[config.mk]
export PLATFORM = sky130hd
export DESIGN_NAME = branch_redirect
export DESIGN_NICKNAME = d
export VERILOG_FILES = /design/src/rtl/branch_redirect.sv
export SDC_FILE = /design/constraint.sdc
export NUM_CORES = 1
export LEC_CHECK = 0
export BUFFER_PORTS_ARGS = -buffer_cell sky130_fd_sc_hd__buf_2
export CAP_MARGIN = 40
export CORE_ASPECT_RATIO = 1.75
export CORE_MARGIN = 4
export CORE_UTILIZATION = 42
export CTS_CLUSTER_DIAMETER = 50
export CTS_CLUSTER_SIZE = 14
export DETAILED_ROUTE_END_ITERATION = 8
export PLACE_DENSITY_LB_ADDON = 0.15
export SLEW_MARGIN = 30
export SYNTH_ARGS = -nofsm -noshare
export SYNTH_HDL_FRONTEND = slang
export SYNTH_SLANG_ARGS = --single-unit
[constraint.sdc]
create_clock -name i_clock -period 2.1 [get_ports i_clock]
set_clock_uncertainty 0.05 [all_clocks]
set_input_delay 0.42 -clock i_clock [delete_from_list [all_inputs] [get_ports i_clock]]
set_output_delay 0.42 -clock i_clock [all_outputs]
set_load 0.02 [all_outputs]
[src/rtl/branch_redirect.sv]
// Compares resolved branch targets with the front-end prediction; on a mispredict it
// pulses a tagged flush, waits a drain window, then hands a redirect PC to fetch.
module branch_redirect #(
   parameter int TAG_WIDTH    = 6,
   parameter int DRAIN_CYCLES = 2,
   parameter int CNT_WIDTH    = 16
) (
   input  logic                 i_clock,
   input  logic                 i_reset_n,
   input  logic                 i_valid,
   output logic                 o_ready,
   input  logic [31:0]          i_address,
   input  logic [31:0]          i_jump_result,
   input  logic [31:0]          i_predicted,
   input  logic [TAG_WIDTH-1:0] i_tag,
   input  logic                 i_global_flush,
   input  logic                 i_fetch_ready,
   output logic                 o_flush,
   output logic [TAG_WIDTH-1:0] o_flush_tag,
   output logic                 o_redirect_valid,
   output logic [31:0]          o_redirect_address,
   output logic                 o_misaligned,
   output logic [CNT_WIDTH-1:0] o_branch_count,
   output logic [CNT_WIDTH-1:0] o_mispredict_count
);

   typedef enum logic [1:0] {
      IDLE     = 2'd0,
      FLUSH    = 2'd1,
      DRAIN    = 2'd2,
      REDIRECT = 2'd3
   } state_t;

   state_t                 state_reg, state_next;
   logic [3:0]             drain_reg, drain_next;
   logic [TAG_WIDTH-1:0]   tag_reg, tag_next;
   logic [31:0]            addr_reg, addr_next;
   logic                   misaligned_reg, misaligned_next;
   logic [CNT_WIDTH-1:0]   branch_cnt_reg, branch_cnt_next;
   logic [CNT_WIDTH-1:0]   mispredict_cnt_reg, mispredict_cnt_next;

   logic accept;
   logic target_misaligned;
   logic target_mismatch;

   // The branch PC travels with the result but no decision depends on it.
   logic unused_address;
   assign unused_address = ^i_address;

   assign o_ready           = (state_reg == IDLE) & ~i_global_flush;
   assign accept            = i_valid & o_ready;
   assign target_misaligned = (i_jump_result[1:0] != 2'b00);
   assign target_mismatch   = (i_jump_result != i_predicted);

   always_comb begin
      state_next          = state_reg;
      drain_next          = drain_reg;
      tag_next            = tag_reg;
      addr_next           = addr_reg;
      misaligned_next     = 1'b0;
      branch_cnt_next     = branch_cnt_reg;
      mispredict_cnt_next = mispredict_cnt_reg;

      case (state_reg)
         IDLE: begin
            if (accept) begin
               if (branch_cnt_reg != {CNT_WIDTH{1'b1}})
                  branch_cnt_next = branch_cnt_reg + CNT_WIDTH'(1);
               if (target_misaligned || target_mismatch) begin
                  tag_next = i_tag;
                  if (mispredict_cnt_reg != {CNT_WIDTH{1'b1}})
                     mispredict_cnt_next = mispredict_cnt_reg + CNT_WIDTH'(1);
               end
               // A misaligned target is reported but never redirected to.
               if (target_misaligned) begin
                  misaligned_next = 1'b1;
               end else if (target_mismatch) begin
                  addr_next  = i_jump_result;
                  state_next = FLUSH;
               end
            end
         end
         FLUSH: begin
            state_next = DRAIN;
            drain_next = 4'(DRAIN_CYCLES - 1);
         end
         DRAIN: begin
            if (drain_reg == 4'd0)
               state_next = REDIRECT;
            else
               drain_next = drain_reg - 4'd1;
         end
         REDIRECT: begin
            if (i_fetch_ready)
               state_next = IDLE;
         end
         default: state_next = IDLE;
      endcase

      // An external flush wins over everything except the statistics.
      if (i_global_flush) begin
         state_next      = IDLE;
         misaligned_next = 1'b0;
      end
   end

   always_ff @(posedge i_clock or negedge i_reset_n) begin
      if (!i_reset_n) begin
         state_reg          <= IDLE;
         drain_reg          <= 4'd0;
         tag_reg            <= '0;
         addr_reg           <= 32'd0;
         misaligned_reg     <= 1'b0;
         branch_cnt_reg     <= '0;
         mispredict_cnt_reg <= '0;
      end else begin
         state_reg          <= state_next;
         drain_reg          <= drain_next;
         tag_reg            <= tag_next;
         addr_reg           <= addr_next;
         misaligned_reg     <= misaligned_next;
         branch_cnt_reg     <= branch_cnt_next;
         mispredict_cnt_reg <= mispredict_cnt_next;
      end
   end

   assign o_flush            = (state_reg == FLUSH);
   assign o_redirect_valid   = (state_reg == REDIRECT);
   assign o_flush_tag        = tag_reg;
   assign o_redirect_address = addr_reg;
   assign o_misaligned       = misaligned_reg;
   assign o_branch_count     = branch_cnt_reg;
   assign o_mispredict_count = mispredict_cnt_reg;

endmodule

==> results of run 1 <==
repair_timing:
item,in CTS,in global routing
buffers inserted,4,4
endpoints found under the hold margin,32,0
hold buffers,1,0
setup endpoints to repair,36,38
pin swaps,1,5
resized for setup,5,14
worst paths after layout:
path | from | end | slack [ps] | cells after the start
setup / recovery | state_reg[0] | o_branch_count[15] | 120 | 9
hold / removal | i_tag[1] | o_flush_tag[1] | 270 | 2
setup reg to reg | state_reg[0] | o_branch_count[15] | 120 | 9
hold reg to reg | o_redirect_address[30] | o_redirect_address[30] | 430 | 1
max in group asynchronous | i_reset_n | o_branch_count[12] | 910 | 3
min in group asynchronous | i_reset_n | o_redirect_address[8] | 530 | 2
worst register-to-register path: stages, from the launching register on:
cell	delay, ps
dfrtp_1	380
inv_2	90
ha_4	140
nor2b_4	170
buf_6	120
and2_4	150
o31ai_4	80
or2_4	280
nor4_4	270
xor2_1	180
logic make-up after synthesis:
family                   after synthesis  synth area share
AO/OA/AOI/OAI                         12            0.0240
adder cells (fa/ha/maj)                8            0.0266
flip-flops                            77             0.513
buffers and inverters                 16            0.0196
multiplexers                          41             0.122
AND/OR/NAND/NOR                      114             0.155
XOR/XNOR                              60             0.140
layer usage:
| metal | up-vias | track usage |
|---|---|---|
| li1 | 1545 | - |
| met1 | 1534 | 0.196 |
| met2 | 104 | 0.370 |
| met3 | 17 | 0.0494 |
| met4 | 0 | 0.0727 |
| met5 | - | 0 |
area by class of cell:
class | instances | area (um2) | share of cell area
inverter | 8 | 30.0 | 0.00552
timing repair buffer | 200 | 1180 | 0.217
clock buffer | 12 | 246 | 0.0453
sequential | 77 | 1930 | 0.355
multi-input combinational | 235 | 1860 | 0.342
tap | 117 | 146 | 0.0269
clock inverter | 4 | 47.5 | 0.00875
cells in the mapped netlist (all sizes together), types with 2 or more instances:
cell / count
nand4: 17
inv: 8
a21oi: 2
or2: 3
nor3: 16
nand2b: 6
xor2: 15
mux2: 39
nand3: 13
o31ai: 2
nor2: 20
o21a: 2
o21ai: 3
mux2i: 2
nor2b: 3
clkbuf: 2
dfrtp: 77
ha: 8
buf: 6
or3: 3
nor4: 5
xnor2: 45
nand2: 23
metrics by stage:
| stage | worst slack [ps] | total power [mW] | hold WS [ps] |
|---|---|---|---|
| final | 116 | 6.34 | 272 |
| after global routing | -31.2 | 6.72 | 267 |
| after CTS | 2.19 | 6.36 | 260 |
| after detailed placement | -426 | 4.79 | 350 |
| after global placement | -387 | 4.72 | 343 |
| after floorplan | 6.89 | 3.77 | 74.4 |
power groups by stage:
stage,clock (mW),combinational (mW),sequential [mW]
floorplan,0,0.903,2.87
global placement,0,2.43,2.29
detailed placement,0,2.47,2.32
CTS,1.56,2.50,2.30
global route,1.61,2.74,2.37
finish,1.51,2.54,2.29
==> results.toml, run 1 <==
[pwr]
power.density_nw_per_um2 = 1170
intPower_mw = 4.05
swShare = 0.362
p_leak_nw = 2.68
ir_drop_v = 0.000949
p_comb_frac = 0.400
pwr-share-seq = 0.362
power_frac_clock = 0.238
p_sw_mw = 2.29

[critical_path]
crit_family = "simple AND/OR/NAND/NOR gates"
slowest_delay_ps = 380
crit_path_start_kind = "flop"
crit_type = "flop to flop"
arrival_ps = 2180
crit_buf_inv = 2
path_cells = "inv_2 > ha_4 > nor2b_4 > buf_6 > and2_4 > o31ai_4 > or2_4 > nor4_4 > xor2_1"
end_kind = "flop"
cp_max_fo = 5
cpMaxStageDelayCell = "dfrtp_1"
worstPathRequired_ps = 2300

[layout]
fillerInstances = 753
nNetsFinal = 646
utilization = 0.623
largest_reg_flops = 32
layout-drive-gt1-share = 0.504
design_area_um2 = 5440
layout_common_cells = "buf_2, dfrtp_1, buf_4"
final_common_cell = "buf_2"
stdcell_count = 653
synthToLayoutAreaGrowth_pct = 44.6
n_antenna_cell = 0

[grt]
grt_pass1_vias = 3382
grt_antenna_before_repair = 0
grt_pass1_wl_um = 16000
grt_max_degree = 35
grt.total_usage = 0.195
grt.overflow.total = 0

[cts]
h-tree-depth = 3
cts_buffer_depth = 2
worst_skew_pair.late_latency_ps = 330
cts_root_buf = "clkbuf_16"
path_clk_slew_ps = 60
cts-buffers-inserted = 9
cts_tree = "yes"
clock_sinks = 77

[synth]
synth_area_leaders = "dfrtp_1, mux2_2, xnor2_1"
synth_top_area_cell = "dfrtp_1"
ys_async_sr_fraction = 1.00
yosysWarnings = 0
mappedNetlistArea_um2 = 3760
syn-num-nets = 443
synth_cells = 328
ys_seq_elements = 77
synth.avg_cell_area_um2 = 11.5
yosysSeqAreaShare = 0.513
synth_edf_count = 0
ys_types = 36
synth_ff_type = "dfrtp_1"
synth_top_area_frac = 0.513

[detailed_routing]
num_vias = 3200
drt_iter0_markers = 92
wl_met2_um = 5670
wl_per_cell_um = 15.5
top_layer = "met4"
wl_met1_um = 3590
wl_met3_um = 539
drtAntennaViolNets = 0
routed_wl_um = 10100
drt-pass1-iter-count = 4
drc = 0
vias_per_cell = 4.90

[sta]
max_clock_freq_ghz = 0.504
final.period_utilization = 0.945
slew_violations = 0
finalSetupViolCount = 0
hold_violations = 0
period_needed_ps = 1980
tns_ps = 0
maxSlewHeadroom = 0.703
tightest_slew_ps = 446

[floorplan]
die_w_um = 79.5
row_count = 45
dieHeight_um = 133
ios = 181
initial_core_util = 0.431
dieArea_um2 = 10600
core_area_um2 = 8730

[placed_design]
port_buffers = 148
hpwlAfterDp_um = 7940
dp_cells = 628
gp_congestion = 0.791
placed_area_um2 = 4990

[job]
cap_viol_max_count = 0

[hold_path]
hp-class = "input pin to flop"

[status]
status = "complete, no violations"
Note: power is estimated with default switching activity, not from simulation.
==> run 2: changes to the inputs <==
--- a/config.mk
+++ b/config.mk
@@ -10,6 +10,7 @@
 export CORE_ASPECT_RATIO = 1.75
 export CORE_MARGIN = 4
 export CORE_UTILIZATION = 42
+export CTS_BUF_LIST = sky130_fd_sc_hd__clkbuf_4 sky130_fd_sc_hd__clkbuf_8 sky130_fd_sc_hd__clkbuf_16
 export CTS_CLUSTER_DIAMETER = 50
 export CTS_CLUSTER_SIZE = 14
 export DETAILED_ROUTE_END_ITERATION = 8
==> results.toml, run 2 (same netlist as run 1, synthesis figures left out) <==
[layout]
synthToLayoutAreaGrowth_pct = 44.8
layout-drive-gt1-share = 0.507
stdcell_count = 653
n_antenna_cell = 0
largest_reg_flops = 32
layout_common_cells = "buf_2, dfrtp_1, buf_4"
nNetsFinal = 646
final_common_cell = "buf_2"

[pwr]
p_leak_nw = 2.68
p_total_mw = 6.37
ir_drop_v = 0.000950
power.density_nw_per_um2 = 1170

[sta]
slew_violations = 0
period_needed_ps = 1980
hold_slack_ps = 274
maxSlewHeadroom = 0.693
hold_violations = 0
final.period_utilization = 0.942
max_clock_freq_ghz = 0.506
tightest_slew_ps = 460
finalSetupViolCount = 0

[cts]
clock_sinks = 77
worst_skew_pair.late_latency_ps = 330
cts_tree = "yes"
cts-buffers-inserted = 9
cts_root_buf = "clkbuf_16"
cts_buffer_depth = 2
h-tree-depth = 3
path_clk_slew_ps = 60

[detailed_routing]
drt_iter0_markers = 99
wl_per_cell_um = 15.5
vias_per_cell = 4.88
routed_wl_um = 10100
num_vias = 3187
drtAntennaViolNets = 0
drc = 0
drt-pass1-iter-count = 4

[critical_path]
reg2reg_slack_ps = 120
arrival_ps = 2180
crit_type = "flop to flop"
cp_max_fo = 5
end_kind = "flop"
crit_path_start_kind = "flop"
worstPathRequired_ps = 2300

[placed_design]
port_buffers = 148
hpwlAfterDp_um = 7940
gp_congestion = 0.791
dp_cells = 628

[hold_path]
hp-class = "input pin to flop"

[grt]
grt_pass1_wl_um = 16000
grt_pass1_vias = 3379
grt.overflow.total = 0
grt_max_degree = 35
grt_antenna_before_repair = 0
grt.total_usage = 0.194

[job]
cap_viol_max_count = 0

[floorplan]
initial_core_util = 0.431
die_w_um = 79.5
row_count = 45
dieHeight_um = 133
ios = 181
core_area_um2 = 8730
dieArea_um2 = 10600

[status]
status = "complete, no violations"
[run 2: cell count changes in the layout (fill, tap and decap cells not counted)]
cell / previous run / this run
clkbuf_1: 2 / 0
clkbuf_4: 0 / 2
[run 2: power breakdown]
part / switching (mW) / internal, mW / total (mW)
sequential: 0.313 / 1.98 / 2.29
combinational: 1.42 / 1.12 / 2.54
clock: 0.566 / 0.974 / 1.54
total: 2.29 / 4.07 / 6.37
[run 2: final cells by class]
cell class / instances / area [um2]
fill: 750 / 3280
sequential: 77 / 1930
multi-input combinational: 235 / 1860
timing repair buffer: 200 / 1180
clock buffer: 12 / 254
tap: 117 / 146
clock inverter: 4 / 47.5
inverter: 8 / 30.0
[run 2: metal layers]
layer / up-vias / global-route usage / wire length, um
met5: - / 0 / 0
met4: 0 / 0.0727 / 312
met3: 18 / 0.0494 / 550
met2: 105 / 0.369 / 5660
met1: 1522 / 0.195 / 3570
li1: 1542 / - / -
[run 2: critical path: stages (launching register included)]
cell and delay, ps:
dfrtp_1 380, inv_2 80, ha_4 140, nor2b_4 170
buf_6 120, and2_4 150, o31ai_4 70, or2_4 280
nor4_4 270, xor2_1 180
[run 2: worst paths after layout]
path | cells past startpoint | end | start
min | 2 | o_flush_tag[1] | i_tag[1]
min in group asynchronous | 2 | o_redirect_address[8] | i_reset_n
max in group asynchronous | 3 | o_branch_count[12] | i_reset_n
min reg2reg | 1 | o_redirect_address[30] | o_redirect_address[30]
max | 9 | o_branch_count[15] | state_reg[0]
max reg2reg | 9 | o_branch_count[15] | state_reg[0]
[run 2: metrics by stage]
step / setup TNS (ps) / util / cell area [um2] / setup slack (ps)
final: 0 / 0.624 / 5440 / 123
after global routing: -37.4 / 0.624 / 5440 / -31.0
after CTS: 0 / 0.612 / 5340 / 0.0626
after detailed placement: -14690 / 0.572 / 4990 / -426
after global placement: -13200 / 0.572 / 4990 / -387
after floorplan: 0 / - / 3790 / 6.89
[run 2: repair_timing]
item	in CTS	in global routing
endpoints found under the hold margin	32	0
setup buffers	4	4
cloned	0	0
hold buffers	1	0
gates resized for setup	4	15
pin swaps	1	5
endpoints found under the setup margin	36	40
==> run 3: changes to the inputs <==
--- a/config.mk
+++ b/config.mk
@@ -5,7 +5,7 @@
 export SDC_FILE = /design/constraint.sdc
 export NUM_CORES = 1
 export LEC_CHECK = 0
-export BUFFER_PORTS_ARGS = -buffer_cell sky130_fd_sc_hd__buf_2
+export BUFFER_PORTS_ARGS = -buffer_cell sky130_fd_sc_hd__buf_4
 export CAP_MARGIN = 40
 export CORE_ASPECT_RATIO = 1.75
 export CORE_MARGIN = 4
@@ -14,7 +14,7 @@
 export CTS_CLUSTER_DIAMETER = 50
 export CTS_CLUSTER_SIZE = 14
 export DETAILED_ROUTE_END_ITERATION = 8
-export PLACE_DENSITY_LB_ADDON = 0.15
+export PLACE_DENSITY = 0.77
 export SLEW_MARGIN = 30
 export SYNTH_ARGS = -nofsm -noshare
 export SYNTH_HDL_FRONTEND = slang
==> results.toml, run 3 (same netlist as run 1, synthesis figures left out) <==
[status]
status = "complete, no violations"

[floorplan]
die_w_um = 79.5
core_area_um2 = 8730
initial_core_util = 0.431
ios = 181
dieArea_um2 = 10600
dieHeight_um = 133
row_count = 45

[pwr]
power.density_nw_per_um2 = 1150
p_total_mw = 6.50
ir_drop_v = 0.000745
p_leak_nw = 2.73

[sta]
finalSetupViolCount = 0
final.period_utilization = 0.947
max_clock_freq_ghz = 0.503
slew_violations = 0
period_needed_ps = 1990
tightest_slew_ps = 578
rsz0062_at_grt = "yes"
hold_violations = 0
maxSlewHeadroom = 0.615

[cts]
hold_buffers = 0
cts_tree = "yes"
cts_root_buf = "clkbuf_16"
cts_buffer_depth = 2
clock_sinks = 77
worst_skew_pair.late_latency_ps = 330
cts-buffers-inserted = 9
h-tree-depth = 3
path_clk_slew_ps = 50

[grt]
grt_pass1_wl_um = 16600
grt.overflow.total = 0
grt_pass1_vias = 3423
grt_max_degree = 45
grt_antenna_before_repair = 0
grt.total_usage = 0.203

[critical_path]
worstPathRequired_ps = 2260
r2r_end = "o_mispredict_count[7]"
arrival_ps = 2150
end_kind = "flop"
r2r_cells = 9
crit_path_start_kind = "input pin"
reg2reg_slack_ps = 130
timing.rr.start = "state_reg[0]"
crit_start = "i_predicted[10]"
cp_max_fo = 7
crit_type = "input pin to flop"

[placed_design]
gp_congestion = 0.866
hpwlAfterDp_um = 8360
dp_cells = 629
port_buffers = 148

[detailed_routing]
drtAntennaViolNets = 0
drc = 0
drt_iter0_markers = 84
drt-pass1-iter-count = 4
routed_wl_um = 10400
wl_per_cell_um = 16.1
num_vias = 3246
vias_per_cell = 5.02

[layout]
nNetsFinal = 640
largest_reg_flops = 32
synthToLayoutAreaGrowth_pct = 50.5
final_common_cell = "buf_4"
fillerInstances = 703
layout_common_cells = "buf_4, dfrtp_1, xnor2_1"
stdcell_count = 646
n_antenna_cell = 0
layout-drive-gt1-share = 0.491

[job]
cap_viol_max_count = 0

[hold_path]
hp-class = "input pin to asynchronous set/reset pin"
==> run 3: area by class of cell <==
cell class,instances,area [um2],area share
sequential,77,1930,0.341
multi-input combinational,235,1810,0.320
timing repair buffer,194,1470,0.260
clock buffer,13,262,0.0462
tap,117,146,0.0259
inverter,8,30.0,0.00531
clock inverter,2,10.0,0.00177
==> run 3: what timing repair did <==
action / CTS / global route
resized for setup: 2 / 5
setup endpoints to repair: 36 / 24
setup buffers: 2 / 0
endpoints found under the hold margin: 0 / 0
pin swaps: 1 / 2
==> run 3: stage by stage <==
stage	worst slack [ps]	hold slack, ps	area [um2]	TNS [ps]	util
after floorplan	6.89	74.4	3790	0	-
after global placement	-292	402	5340	-10900	0.612
after detailed placement	-320	406	5340	-11900	0.612
after CTS	65.3	48.6	5630	0	0.645
after global routing	-22.0	83.4	5660	-37.1	0.648
final	111	35.5	5660	0	0.648
==> run 3: worst max-delay path by stage <==
stage                             endpoint  slack, ps  cells after the start
floorplan           o_redirect_address[10]          7                      7
global route        o_mispredict_count[13]        -20                      8
CTS                 o_redirect_address[29]         70                     10
finish               o_redirect_address[6]        110                     10
global placement    o_redirect_address[24]       -290                      9
detailed placement  o_redirect_address[29]       -320                      9
==> run 3: routing by layer <==
layer	wire length, um	track usage
met1	3650	0.222
met2	5830	0.363
met3	626	0.0507
met4	275	0.0851
met5	0	0
==> run 3: power breakdown <==
| group | switching (mW) | internal (mW) | leakage, nW |
|---|---|---|---|
| Combinational | 1.39 | 1.38 | 1.63 |
| Clock | 0.545 | 0.861 | 0.140 |
| Sequential | 0.342 | 1.98 | 0.959 |
| Total | 2.28 | 4.22 | 2.73 |
==> run 3: worst max-delay path, stage by stage <==
cell     delay (ps)
buf_4           110
xnor2_1         150
nand4_1         180
nor4_2          270
buf_4           150
and3_1          230
nor4_4           50
buf_4           150
buf_4           170
mux2_2          280
